File: src/rtl/xbar_pkg.sv
// Shared crossbar definitions: bus widths, command encoding and the
// per-slave arbiter state encoding.
package xbar_pkg;

    localparam int ADDR_W = 32;
    localparam int DATA_W = 32;

    localparam logic CMD_READ  = 1'b0;
    localparam logic CMD_WRITE = 1'b1;

    typedef enum logic {
        IDLE = 1'b0,
        BUSY = 1'b1
    } arb_state_t;

endpackage

File: src/rtl/xbar_slave_arbiter_rr_picker.sv
// Combinational round-robin picker: returns the first valid requester
// found when scanning ptr, ptr+1, ... wrapping around NUM_MASTERS.
module rr_picker #(
    parameter int NUM_MASTERS = 4,
    parameter int IDX_W       = $clog2(NUM_MASTERS)
) (
    input  logic [NUM_MASTERS-1:0] valid,
    input  logic [IDX_W-1:0]       ptr,
    output logic [NUM_MASTERS-1:0] grant_oh,
    output logic [IDX_W-1:0]       grant_idx,
    output logic                   any_valid
);

    logic [IDX_W-1:0] cand;

    // Scan from the farthest offset back to ptr so the closest valid candidate wins last.
    always_comb begin
        grant_oh  = '0;
        grant_idx = '0;
        cand      = '0;
        any_valid = |valid;
        for (int k = NUM_MASTERS - 1; k >= 0; k--) begin
            cand = IDX_W'((int'(ptr) + k) % NUM_MASTERS);
            if (valid[cand]) begin
                grant_oh       = '0;
                grant_oh[cand] = 1'b1;
                grant_idx      = cand;
            end
        end
    end

endmodule

File: src/rtl/xbar_slave_arbiter.sv
// Per-slave crossbar arbiter: filters masters whose address selects this
// slave, grants one at a time round-robin, muxes the winner onto the slave
// port, routes ack/rdata back, and aborts transactions that never complete.
module xbar_slave_arbiter
    import xbar_pkg::*;
#(
    parameter int NUM_MASTERS = 4,
    parameter int SEL_W       = 2,
    parameter int SLAVE_ID    = 0,
    parameter int TIMEOUT     = 255
) (
    input  logic                          clk,
    input  logic                          rst,
    input  logic [NUM_MASTERS-1:0]        req_from_masters,
    input  logic [ADDR_W*NUM_MASTERS-1:0] addr_from_masters,
    input  logic [DATA_W*NUM_MASTERS-1:0] wdata_from_masters,
    input  logic [NUM_MASTERS-1:0]        cmd_from_masters,
    input  logic                          ack_from_slave,
    input  logic [DATA_W-1:0]             rdata_from_slave,
    output logic [NUM_MASTERS-1:0]        connect_approved_to_masters,
    output logic [NUM_MASTERS-1:0]        ack_to_masters,
    output logic [DATA_W*NUM_MASTERS-1:0] rdata_to_masters,
    output logic                          req_to_slave,
    output logic [ADDR_W-1:0]             addr_to_slave,
    output logic [DATA_W-1:0]             wdata_to_slave,
    output logic                          cmd_to_slave,
    output logic [$clog2(NUM_MASTERS)-1:0] grant_idx,
    output logic                          timeout_err
);

    localparam int IDX_W  = $clog2(NUM_MASTERS);
    localparam int WCNT_W = $clog2(TIMEOUT + 1);

    arb_state_t              state;
    logic [IDX_W-1:0]        ptr;
    logic [WCNT_W-1:0]       wcnt;
    logic [NUM_MASTERS-1:0]  valid;
    logic [NUM_MASTERS-1:0]  pick_oh;
    logic [IDX_W-1:0]        pick_idx;
    logic                    pick_any;
    logic                    last_wait;
    logic [IDX_W-1:0]        next_ptr;

    // A master competes only when it requests and its address MSBs select this slave.
    always_comb begin
        valid = '0;
        for (int i = 0; i < NUM_MASTERS; i++) begin
            valid[i] = req_from_masters[i] &&
                (addr_from_masters[ADDR_W*i + ADDR_W-1 -: SEL_W] == SEL_W'(SLAVE_ID));
        end
    end

    rr_picker #(
        .NUM_MASTERS (NUM_MASTERS),
        .IDX_W       (IDX_W)
    ) u_picker (
        .valid     (valid),
        .ptr       (ptr),
        .grant_oh  (pick_oh),
        .grant_idx (pick_idx),
        .any_valid (pick_any)
    );

    // The grant register is cleared in IDLE, so an AND-OR mux yields zeros when nobody owns the slave.
    always_comb begin
        req_to_slave     = 1'b0;
        addr_to_slave    = '0;
        wdata_to_slave   = '0;
        cmd_to_slave     = CMD_READ;
        rdata_to_masters = '0;
        ack_to_masters   = connect_approved_to_masters & {NUM_MASTERS{ack_from_slave}};
        for (int i = 0; i < NUM_MASTERS; i++) begin
            if (connect_approved_to_masters[i]) begin
                req_to_slave   = req_from_masters[i];
                addr_to_slave  = addr_from_masters[ADDR_W*i +: ADDR_W];
                wdata_to_slave = wdata_from_masters[DATA_W*i +: DATA_W];
                cmd_to_slave   = cmd_from_masters[i];
                rdata_to_masters[DATA_W*i +: DATA_W] = rdata_from_slave;
            end
        end
    end

    assign last_wait = (wcnt == WCNT_W'(TIMEOUT - 1));
    assign next_ptr  = (grant_idx == IDX_W'(NUM_MASTERS - 1)) ? '0 : grant_idx + IDX_W'(1);

    // Arbitration FSM: grant in IDLE, then leave BUSY on ack, abandon or watchdog expiry.
    always_ff @(posedge clk) begin
        if (rst) begin
            state                       <= IDLE;
            ptr                         <= '0;
            connect_approved_to_masters <= '0;
            grant_idx                   <= '0;
            wcnt                        <= '0;
            timeout_err                 <= 1'b0;
        end else begin
            timeout_err <= 1'b0;
            case (state)
                IDLE: begin
                    if (pick_any) begin
                        connect_approved_to_masters <= pick_oh;
                        grant_idx                   <= pick_idx;
                        wcnt                        <= '0;
                        state                       <= BUSY;
                    end
                end
                BUSY: begin
                    if (ack_from_slave || !req_to_slave || last_wait) begin
                        timeout_err                 <= !ack_from_slave && req_to_slave;
                        ptr                         <= next_ptr;
                        connect_approved_to_masters <= '0;
                        state                       <= IDLE;
                    end else begin
                        wcnt <= wcnt + WCNT_W'(1);
                    end
                end
                default: state <= IDLE;
            endcase
        end
    end

endmodule

File: config.mk
export PLATFORM = sky130hd
export DESIGN_NAME = xbar_slave_arbiter
export DESIGN_NICKNAME = d
export VERILOG_FILES = /design/src/rtl/xbar_pkg.sv /design/src/rtl/xbar_slave_arbiter_rr_picker.sv /design/src/rtl/xbar_slave_arbiter.sv
export SDC_FILE = /design/constraint.sdc
export NUM_CORES = 1
export LEC_CHECK = 0
export CAP_MARGIN = 30
export CORE_AREA = 5 5 191 193
export CTS_CLUSTER_SIZE = 10
export DETAILED_ROUTE_END_ITERATION = 12
export DIE_AREA = 0 0 196 198
export PLACE_DENSITY_LB_ADDON = 0.15
export SYNTH_ARGS = -nofsm -noshare
export SYNTH_HDL_FRONTEND = slang
export SYNTH_SLANG_ARGS = --single-unit
File: constraint.sdc
create_clock -name clk -period 6 [get_ports clk]
set_input_delay 1.5 -clock clk [delete_from_list [all_inputs] [get_ports clk]]
set_output_delay 1.5 -clock clk [all_outputs]
set_load 0.02 [all_outputs]
# Word level (Yosys, flattened, before mapping)

Index checks and enable logic that the tools add are counted.
W data, S select, Z words.

Flip-flop bits (word level): 18
Bits in latches: 0
Bits in writable memories: 0
ROM bits: 0
Output and inout port bits: 205
Memories: 0

Add/sub/neg operators: 5
Multipliers: 0
Div/mod/pow operators: 0
Magnitude comparators: 8
Equality and inequality tests: 5
Shifts and indexed selects: 0
Multiplexer cells: 54
Bitwise gates (word level): 3
Reduce and logical (&&, ||, !) cells: 23

Operators with widths:

| kind                  | number |
|---|---|
| $mux W32              | 12 |
| $mux W4               | 6 |
| $mux W1               | 18 |
| $mux W8               | 2 |
| $pmux W8 S2           | 1 |
| $lt A2 B3 Y1 const B  | 4 |
| $mux W2               | 5 |
| $logic_and A1 B1 Y1   | 9 |
| $add A8 B1 Y8 const B | 1 |
| $bmux W1 S2           | 4 |
| $demux W1 S2          | 4 |
| $eq A8 B8 Y1 const B  | 1 |
| $ge A2 B1 Y1 const B  | 4 |
| $logic_not A2 Y1      | 4 |
| $pmux W4 S2           | 1 |
| $reduce_and A2 Y1     | 4 |
| $add A2 B1 Y2 const B | 2 |
| $add A2 B2 Y2 const B | 2 |
| $and A4 B4 Y4         | 1 |
| $ne A2 B2 Y1 const B  | 2 |
| $reduce_or A4 Y1      | 1 |
| $reduce_or A3 Y1      | 1 |
| $eq A2 B2 Y1 const B  | 1 |
| $logic_not A1 Y1      | 2 |
| other kinds (4)       | 6 |

# Longest topological paths before layout

Gate-level depths: netlist of run 1.

Word-level depth: 11
Gate-level depth with buffers: 10
Gate-level depth less buffers: 7

# Modules after synthesis

A second synthesis of run 1 with hierarchy kept.

Cell total of the unflattened synthesis: 687
Area, all modules: 4108.9 um^2

Modules (own cells, without submodules):

| module             | instances | cells an instance | area each (um^2) | sequential area each (um^2) |
|---|---|---|---|---|
| xbar_slave_arbiter | 1         | 625               | 3611.0           | 360.3 |
| rr_picker          | 1         | 62                | 498.0            | 0.0 |

# Worst setup path before layout of run 1

Ideal clock, no wire load.

Kind: in2out
Start point: input wdata_from_masters[35]
End point: output wdata_to_slave[3]
Data arrival time: 2.194 ns
Data required time: 4.500 ns
Setup slack: 2.306 ns
Stages on the path: 4
Path buffers: 0
Path through: a22oi_1 -> nor2_1 -> a21oi_1 -> o21ai_0

Longest elaborated chain between the ends: 3

Ends and longest elaborated chain:

| element                | line                     | RTL |
|---|---|---|
| from (decl)            | xbar_slave_arbiter.sv:16 | `input logic [DATA_W*NUM_MASTERS-1:0] wdata_from_masters,` |
| $mux W32 (3 in series) | xbar_slave_arbiter.sv:73 | `if (connect_approved_to_masters[i]) begin` |
| to (decl)              | xbar_slave_arbiter.sv:25 | `output logic [DATA_W-1:0] wdata_to_slave,` |

No other way between the ends.

# Final worst setup path of run 1

Start point: input wdata_from_masters[63]
End point: output wdata_to_slave[31]

The elaborated chain is that of the path after synthesis.

==> impl_results.md, run 1 <==
- Critical path launch point: wdata_from_masters[63]
- Slew HR: 47.8%
- Total setup buffers inserted after CTS: 0
- Chip width: 196 µm
- Max Cap Viol: 0
- CP delay by family, top: buffers and inverters
- Worst skew pair latency: ~250 ps
- Top cell type's share of synthesized area: about a fifth
- Fmax: 207 MHz
- Clk sinks: 18
- Routed vias/inst: 4.20
- Most frequent cells in the layout: clkdlybuf4s50_1, and2_1, a21oi_1
- Hold Vio Cnt, Final: 0
- Worst hold start: grant_idx[0]$_SDFFE_PP0P_
- HPWL after DPL: roughly 26,000 µm
- Synthesis warning total: 0
- Yosys reg bits: 18
- # hold bufs at CTS: 0
- Initial antenna violation count: 4
- WL/cell: 19.5 µm
- Leak Pwr: roughly 3.3 nW
- Most frequent CP cell: clkdlybuf4s50_1
- First-pass GRT wire length: 44,000 µm
- Crit path capture type: output port
- Row cnt: between 60 and 70
- Placeable Area: ~34,000 µm²
- Area Growth Syn to Fin: 131%
- Non-Filler Instances: 1,601
- GRT overflow: 0
- Gr usage total: between 10% and 20%
- Post-synth EDFFs: 0
- Post-Synthesis Cells: approximately 700
- Yosys cell types: 53
- NumNets Final: about 1,500
- Max clock buf depth: 2
- Maximum vdd ir drop: between 0.00007 and 0.00008 V
- Initial core utilization: about 12%
- Fraction of registers with async set/reset: 0%
- Fin. max-slew vios: 0
- Crit path kind: primary input to output port
- Final setup fails: 0
- Top cells by area, synth: and2_1, a22oi_1, a21oi_1
- Vias: just under 7,000
- Worst Path Buf+Inv: 2
- Placed insts: approximately 1,600
- Synth Area per Inst: 6.04 µm²
- Chip Height: about 200 µm
- GPL Wtd Cong: ~0.82
- Period utilization: 80.5%
- PwrDens: around 97 nW/µm²
- Final antenna-violating net count: 0
- Placement Setup Slack: roughly 1100 ps
- Startpoint Class: primary input
- Initial DRC Count: approximately 250
- Fraction of layout cells with a size suffix above 1: between 2 and 2.5%
- Register area share after synthesis: roughly 8.6%
- Status: finished clean
- CTS resizes: 0
- Measured slew at the worst slew-check pin: 782 ps
- Post-Syn Area: 4210 µm²
- # DRC: 0
- PortBufs: 503
- Vias in the first global route: about 6,700
- Commonest non-fill, non-tap cell in the layout: clkdlybuf4s50_1
- Hold Path Class: register to register
- Syn Nets: ~1,000
- TritonRoute pass-1 iters: 4
- Clock skew: 2.38 ps
- Die area: 38,800 µm²
- R2R Path Start: ptr[0]$_SDFFE_PP0P_
- Slowest cell on crit path: clkdlybuf4s50_1
- Io pins: between 500 and 600
- CTS Buf Count: 3
- Crit-path cells: clkdlybuf4s50_1 -> a22oi_1 -> nor2_1 -> a21oi_1 -> o21ai_0 -> clkdlybuf4s50_1
- Clock-pin slew on the worst setup and hold paths: 50 ps
- Crit Path Max Fanout: 1
- Root buf cell: clkbuf_16
- H-tree Lvls: 1
- Worst setup margin: between 1000 and 1500 ps
- Most common flop cell mapped by yosys: dfxtp_1
- Sum Neg Setup Slack: 0 ps
- Crit path arrival time: 3330 ps
- Crit-path max cell delay: just under 700 ps
- Final Critical Period: between 4000 and 5000 ps
- Cell taking the most area after synthesis: and2_1
- Routed wire length: approximately 31,000 µm
- CTS tree: yes
- CP required: roughly 4500 ps
- Unrepaired setup endpoints after global routing: false
- Largest net degree at the start of global routing: 66
==> metal layers <==
metal | vias up | routed length [µm] | track usage, %
met2 | 355 | 16200 | 27.8
met3 | 28 | 2650 | 3.71
met1 | 2971 | 11800 | 16.3
met4 | 2 | 546 | 2.46
met5 | - | 13 | 0
li1 | 3369 | - | -
==> registers in the layout, summed over array words and instances (netlist names) <==
signal / count
connect_approved_to_masters: 4
ptr: 2
state: 1
timeout_err: 1
wcnt: 8
grant_idx: 2
==> final timing paths <==
check	end	slack (ps)	cells past startpoint
setup / recovery	wdata_to_slave[31]	1170	6
hold / removal	grant_idx[0]$_SDFFE_PP0P_	490	2
setup reg to reg	connect_approved_to_masters[3]$_SDFFE_PP0P_	2900	7
hold reg to reg	grant_idx[0]$_SDFFE_PP0P_	490	2
==> worst min-delay path, delay by kind of cell (launching register included) <==
family | cells | cell delay, ps
flip-flops | 1 | 340
AND/OR/NAND/NOR | 2 | 110
==> where the power goes <==
| group | total [mW] | switching (mW) | internal, mW |
|---|---|---|---|
| Combinational | 0.662 | 0.302 | 0.360 |
| Sequential | 0.146 | 0.0226 | 0.124 |
| Clock | 0.133 | 0.0425 | 0.0901 |
| Total | 0.941 | 0.367 | 0.574 |
==> synth_stat cells, types with 3 or more instances <==
| cell type | count |
|---|---|
| and2_1 | 134 |
| a21oi_1 | 76 |
| nand2_1 | 74 |
| nor2_1 | 71 |
| o21ai_0 | 71 |
| a22oi_1 | 67 |
| clkbuf_1 | 57 |
| dfxtp_1 | 18 |
| nand3_1 | 11 |
| inv_1 | 10 |
| ha_1 | 7 |
| o211ai_1 | 7 |
| o221ai_1 | 7 |
| buf_1 | 6 |
| buf_2 | 5 |
| or3_1 | 5 |
| a2111oi_0 | 4 |
| mux2i_1 | 4 |
| or3b_1 | 4 |
| a211oi_1 | 3 |
| a221oi_1 | 3 |
| nand4_1 | 3 |
| nand4bb_1 | 3 |
| nor2b_1 | 3 |
| nor3_1 | 3 |
| nor3b_1 | 3 |
| nor4b_1 | 3 |
| nor4bb_1 | 3 |
| o31ai_1 | 3 |
==> cell families (layout without fill, tap and decap cells) <==
| logic type | count (synthesis) | after routing | share of synthesized area (%) |
|---|---|---|---|
| simple gates | 327 | 327 | 40.9 |
| compound gates | 256 | 256 | 38.5 |
| buf+inv | 82 | 528 | 7.85 |
| flops | 18 | 18 | 8.56 |
| fa+ha+maj | 7 | 7 | 2.08 |
| mux | 7 | 7 | 2.02 |
| other cells | 0 | 3 | 0 |
==> through the flow <==
step	cell area (µm²)	hold WS (ps)	util, %	total power, mW
CTS	9710	505	28.2	0.956
finish	9720	493	28.3	0.941
global placement	9630	477	28.0	0.819
floorplan	4210	452	-	0.403
global route	9720	532	28.3	1.00
detailed placement	9630	498	28.0	0.816
==> final cells by class <==
class	instances	area, µm²
tap	455	569
timing repair buffer	513	5120
antenna	3	7.51
clock buffer	4	78.8
multi-input combinational	597	3520
fill	3812	24700
sequential	18	372
inverter	11	41.3
Note: power is estimated with default switching activity, not from simulation.
==> inputs of run 2 (changes only) <==
clock period = 4.1 ns   (was 6 ns; I/O delays follow)
==> run 2 against run 1 <==
  * Hold slack hardly changed
  * Register-to-register slack worse by 1500 ps
  * Highest routed layer is now met4
  * Wire length is 1.2% lower
  * Final cell count is 0.25% higher
  * Sequential power is 36% higher
  * Global-route usage is 0.23 points lower
==> impl_results.md, run 2 (synthesis gave the netlist of run 1 again) <==
- Io pins: 504 (unchanged)
- Die area: 38,800 µm² (unchanged)
- Crit path capture type: output port
- Routed vias/inst: 4.20 (about the same)
- Row cnt: 68 (unchanged)
- PortBufs: 503 (unchanged)
- Max Cap Viol: 0 (unchanged)
- Largest net degree at the start of global routing: 112 (+70%)
- R2R Path Start: ptr[1]$_SDFFE_PP0P_
- ANT cells: 0 (-3)
- Chip width: 196 µm (unchanged)
- Root buf cell: clkbuf_16
- Clock skew: 3.47 ps (+1.10 ps)
- Fin. max-slew vios: 0 (unchanged)
- Final Critical Period: between 3000 and 4000 ps
- Vias in the first global route: 6,593 (-1.1%)
- Hold Path Class: register to register
- Slew HR: 55.9% (+8.0 points)
- Max reg flops: 8 (unchanged)
- Worst setup margin: 132 ps (-1040 ps)
- Hold Vio Cnt, Final: 0 (unchanged)
- Reg-to-reg endpoint: connect_approved_to_masters[3]$_SDFFE_PP0P_
- CTS resizes: 0 (unchanged)
- Most frequent cells in the layout: clkdlybuf4s50_1, and2_1, a21oi_1
- Unrepaired setup endpoints after global routing: false
- Crit-path cells: clkdlybuf4s50_1 -> a22oi_1 -> nor2_1 -> buf_4 -> a21oi_1 -> o21ai_0 -> clkdlybuf4s50_1
- Initial DRC Count: 227 (-9.9%)
- GPL Wtd Cong: 0.870 (+6.5%)
- CP delay by family, top: buffers and inverters
- H-tree Lvls: 1 (unchanged)
- CTS tree: yes
- Register with the highest flop count: wcnt
- Measured slew at the worst slew-check pin: 661 ps (-121 ps)
- HPWL after DPL: 25,700 µm (-0.25%)
- Placeable Area: 34,400 µm² (unchanged)
- GRT overflow: 0 (unchanged)
- Area Growth Syn to Fin: 133%
- # DRC: 0 (unchanged)
- Fraction of layout cells with a size suffix above 1: 2.78% (+0.60 points)
- Final setup fails: 0 (unchanged)
- Filler cell count: 3,769 (-1.1%)
- Commonest non-fill, non-tap cell in the layout: clkdlybuf4s50_1
- NumNets Final: 1,457 (+0.48%)
- Total setup buffers inserted after CTS: 0 (unchanged)
- First-pass GRT wire length: 43,400 µm (-1.3%)
- Period utilization: around 97%
- Status: finished clean
- Routed wire length: 30,900 µm (-1.2%)
- Chip Height: 198 µm (unchanged)
- Crit path kind: primary input to output port
- Initial antenna violation count: 1 (-3)
- Most frequent CP cell: clkdlybuf4s50_1
- Crit-path max cell delay: 690 ps (about the same)
- Worst path depth: 7 (+1)
- WL/cell: 19.2 µm (-1.4%)
- Startpoint Class: primary input
- Worst Path Buf+Inv: 3 (+1)
- Vias: 6,739 (+0.21%)
- Gr usage total: 14.3% (-0.23 points)
- Worst Reg2Reg Path Length in Cells: 7 (unchanged)
- Leak Pwr: 3.35 nW (+1.5%)
- Setup crit end: wdata_to_slave[31]
- CTS Buf Count: 3 (unchanged)
- Worst skew pair latency: 250 ps (about the same)
- # hold bufs at CTS: 0 (unchanged)
- Crit Path Max Fanout: 1 (unchanged)
- Maximum vdd ir drop: 0.000103 V (+46%)
- Sum Neg Setup Slack: 0 ps (unchanged)
- TritonRoute pass-1 iters: 5 (+1)
- Crit path arrival time: 2940 ps (-390 ps)
- R2R Setup Slk: 1400 ps (-1500 ps)
- Worst hold start: wcnt[5]$_SDFFE_PP0P_
- Initial core utilization: 12.2% (unchanged)
- Final antenna-violating net count: 0 (unchanged)
- Biggest regs: wcnt x8, connect_approved_to_masters x4
- CP required: 3070 ps (-1430 ps)
- Max clock buf depth: 2 (unchanged)
- Clk sinks: 18 (unchanged)
- Placement Setup Slack: 64.4 ps (-1070 ps)
- PwrDens: 142 nW/µm² (+46%)
- Critical path launch point: wdata_from_masters[63]
- Clock-pin slew on the worst setup and hold paths: 50 ps (about the same)
- Fmax: 252 MHz
- Slowest cell on crit path: clkdlybuf4s50_1
==> run 2: cell count changes in the layout (fill, tap and decap cells not counted) <==
cell,delta
buf_4,+3
diode_2,-3
clkinv_1,+1
buf_12,+4
clkbuf_1,-1
==> run 2: worst register-to-register path, stage by stage, from the launching register on <==
cell	delay [ps]
dfxtp_1	740
inv_1	150
ha_1	510
nor4bb_1	340
o22ai_1	230
o221ai_2	240
o221ai_1	160
a211oi_2	240
==> run 2: cell type report <==
class                   count  area (µm²)  area share (%)
multi-input cells         597        3520            35.9
repair buffers            520        5230            53.3
clock inverters             1        3.75          0.0383
flip-flops and latches     18         372            3.79
clock buffers               3        75.1           0.765
inverters                  11        41.3           0.421
well taps                 455         569            5.80
==> run 2: worst min path at each step <==
stage	end	slack, ps	cells after the start
floorplan	wcnt[5]$_SDFFE_PP0P_	450	2
global placement	wcnt[5]$_SDFFE_PP0P_	470	2
detailed placement	wcnt[5]$_SDFFE_PP0P_	480	2
CTS	wcnt[5]$_SDFFE_PP0P_	490	2
global route	wcnt[5]$_SDFFE_PP0P_	510	2
finish	wcnt[5]$_SDFFE_PP0P_	490	2
==> run 2: through the flow <==
stage	std cells	util [%]	instance area (µm²)	total power [mW]	hold WS [ps]
6_report	1605	28.5	9810	1.39	493
5_1_grt	1605	28.5	9810	1.48	513
2_1_floorplan	697	-	4210	0.589	452
3_3_place_gp	1601	28.3	9730	1.21	468
4_1_cts	1605	28.5	9810	1.41	486
3_5_place_dp	1601	28.3	9730	1.21	478
==> run 2: metal layers <==
| layer | wire length (µm) | vias up | share of wire [%] | global-route usage (%) |
|---|---|---|---|---|
| met5 | 0 | - | 0 | 0 |
| met4 | 284 | 0 | 0.92 | 1.66 |
| met3 | 2560 | 12 | 8.3 | 3.64 |
| met2 | 16200 | 323 | 52 | 27.3 |
| met1 | 11800 | 3010 | 38 | 16.4 |
| li1 | - | 3394 | - | - |
==> run 2: report_power, final <==
| group | switching, mW | leakage, nW | internal [mW] |
|---|---|---|---|
| logic | 0.458 | 3.16 | 0.538 |
| clock network | 0.0678 | 0.0385 | 0.130 |
| registers | 0.0171 | 0.148 | 0.181 |
| total | 0.543 | 3.35 | 0.848 |
==> inputs of run 3 (changes only) <==
CELL_PAD_IN_SITES_DETAIL_PLACEMENT = 0   (was default)
CELL_PAD_IN_SITES_GLOBAL_PLACEMENT = 1   (was default)
CORE_AREA = 5 5 190 192   (was 5 5 191 193)
CTS_BUF_LIST = sky130_fd_sc_hd__clkbuf_8   (was default)
DIE_AREA = 0 0 195 197   (was 0 0 196 198)
==> run 3 against run 2 <==
  * Fmax up 1.7%
  * Register-to-register slack better by 20 ps
  * Sequential share of layout area about the same
  * Largest cell class unchanged
  * Highest routed layer is now met5
==> impl_results.md, run 3 (synthesis gave the netlist of run 1 again) <==
- TritonRoute pass-1 iters: 4 (-1)
- Largest net degree at the start of global routing: 53 (-53%)
- Top Usage Layer GRT: met2
- Register with the highest flop count: wcnt
- Comb power frac: 74.0% (+2.4 points)
- Routed wire length: 32,300 µm (+4.5%)
- HPWL after DPL: 27,400 µm (+6.7%)
- CTS resizes: 0 (unchanged)
- Slowest cell on crit path: clkdlybuf4s50_1
- Initial antenna violation count: 3 (+2)
- Commonest non-fill, non-tap cell in the layout: clkdlybuf4s50_1
- Vias in the first global route: 6,831 (+3.6%)
- Area Growth Syn to Fin: 133% (about the same)
- GR Util met1: 17.7% (+1.4 points)
- Placement Setup Slack: 156 ps (+91.5 ps)
- Sum Neg Setup Slack: 0 ps (unchanged)
- Period utilization: 95.2% (-1.6 points)
- Hold Vio Cnt, Final: 0 (unchanged)
- Io pins: 504 (unchanged)
- Crit-path max cell delay: 600 ps (-90 ps)
- GR Util met3: 4.09% (+0.44 points)
- Crit Path Max Fanout: 1 (unchanged)
- Clock-pin slew on the worst setup and hold paths: 70 ps (+20 ps)
- Flop pwr share: 15.1% (+0.9 points)
- # hold bufs at CTS: 0 (unchanged)
- Chip Height: 197 µm (-0.51%)
- Status: finished clean
- Crit path capture type: output port
- Fraction of layout cells with a size suffix above 1: 3.46% (+0.68 points)
- Crit path kind: primary input to output port
- WL/cell: 20.0 µm (+4.2%)
- Maximum vdd ir drop: 0.0000750 V (-27%)
- CTS tree: yes
- Row cnt: 68 (unchanged)
- Initial DRC Count: 201 (-11%)
- Final antenna-violating net count: 0 (unchanged)
- Crit path arrival time: 2880 ps (-60 ps)
- H-tree Lvls: 1 (unchanged)
- Startpoint Class: primary input
- CP delay by family, top: buffers and inverters
- Vias: 6,758 (+0.28%)
- ANT cells: 0 (unchanged)
- Most frequent cells in the layout: clkdlybuf4s50_1, and2_1, a21oi_1
- # DRC: 0 (unchanged)
- GPL Wtd Cong: 0.814 (-6.5%)
- CP required: 3070 ps (about the same)
- Final setup fails: 0 (unchanged)
- Fmax: 256 MHz (+1.7%)
- Hold Path Class: register to register
- Total setup buffers inserted after CTS: 0 (unchanged)
- CTS Buf Count: 3 (unchanged)
- Routed vias/inst: 4.19 (about the same)
- Initial core utilization: 12.3% (+0.061 points)
- Worst Path Buf+Inv: 4 (+1)
- Chip width: 195 µm (-0.51%)
- Clock skew: 0.758 ps (-2.72 ps)
- Final Critical Period: 3900 ps (-66.4 ps)
- PortBufs: 503 (unchanged)
- Unrepaired setup endpoints after global routing: false
- Worst setup margin: 199 ps (+66.4 ps)
- Root buf cell: clkbuf_8
- GRT overflow: 0 (unchanged)
- First-pass GRT wire length: 45,900 µm (+5.8%)
- PwrDens: 138 nW/µm² (-2.7%)
- Met2 Track Usage GR: 29.3% (+1.9 points)
- Fin. max-slew vios: 0 (unchanged)
- Die area: 38,400 µm² (-1.0%)
- Leak Pwr: 3.37 nW (+0.58%)
- Max Cap Viol: 0 (unchanged)
- Crit-path cells: clkdlybuf4s50_1 -> a22oi_1 -> nor2_1 -> a21oi_1 -> buf_4 -> o21ai_0 -> buf_4 -> clkdlybuf4s50_1
- NumNets Final: 1,463 (+0.41%)
- Placeable Area: 34,200 µm² (-0.50%)
- Gr usage total: 15.3% (+1.1 points)
- Measured slew at the worst slew-check pin: 677 ps (+15.9 ps)
- Internal power: 0.807 mW (-4.8%)
- Max reg flops: 8 (unchanged)
- Sw Pwr: 0.547 mW (+0.79%)
- Biggest regs: wcnt x8, connect_approved_to_masters x4
- Clk sinks: 18 (unchanged)
- Clock power frac: 10.9% (-3.3 points)
- Sw Ratio: 40.4% (+1.4 points)
- Max clock buf depth: 2 (unchanged)
- Worst skew pair latency: 250 ps (about the same)
- Slew HR: 54.8% (-1.1 points)
## run 3: cell count changes in the layout (fill, tap and decap cells not counted)
cell             change
buf_12               -1
buf_4                +8
clkbuf_16            -3
clkbuf_8             +4
clkdlybuf4s50_1      -1
clkinv_1             -1
## run 3: routing by layer
layer  vias up  share of wire (%)
met5         -              0.090
met1      3022                 39
met2       314                 52
met4         4               0.66
met3        12                7.9
li1       3406                  -
## run 3: metrics by stage
stage / hold WS (ps) / cells / total power [mW] / util, % / cell area, µm²
floorplan: 452 / 697 / 0.589 / - / 4210
global placement: 476 / 1607 / 1.23 / 28.5 / 9760
detailed placement: 484 / 1607 / 1.23 / 28.5 / 9760
CTS: 497 / 1611 / 1.38 / 28.7 / 9820
global route: 527 / 1611 / 1.45 / 28.7 / 9820
finish: 490 / 1611 / 1.35 / 28.7 / 9820
## run 3: worst reg2reg max path: stages, from the launching register on
cell      delay [ps]
dfxtp_1          760
inv_1            140
ha_1             500
nor4bb_1         320
o22ai_1          210
o221ai_2         260
o221ai_1         170
a211oi_2         230
## run 3: power by group through the flow
stage	clock network (mW)	logic (mW)	registers [mW]
3_3_place_gp	0	1.02	0.210
5_1_grt	0.165	1.08	0.208
3_5_place_dp	0	1.02	0.210
4_1_cts	0.154	1.02	0.206
6_report	0.147	1.00	0.204
2_1_floorplan	0	0.395	0.195
## run 3: cell type report
type	count	area, µm²
tap	455	569
timing repair buffer	526	5260
clock buffer	4	55.1
multi-input combinational	597	3520
sequential	18	372
fill	3774	24400
inverter	11	41.3
## run 3: worst paths after layout
kind | from | endpoint | slack, ps | depth (start not counted)
setup reg to reg | ptr[1]$_SDFFE_PP0P_ | connect_approved_to_masters[3]$_SDFFE_PP0P_ | 1420 | 7
hold reg to reg | wcnt[7]$_SDFFE_PP0P_ | wcnt[7]$_SDFFE_PP0P_ | 490 | 2
setup / recovery | cmd_from_masters[1] | cmd_to_slave | 200 | 8
hold / removal | wcnt[7]$_SDFFE_PP0P_ | wcnt[7]$_SDFFE_PP0P_ | 490 | 2
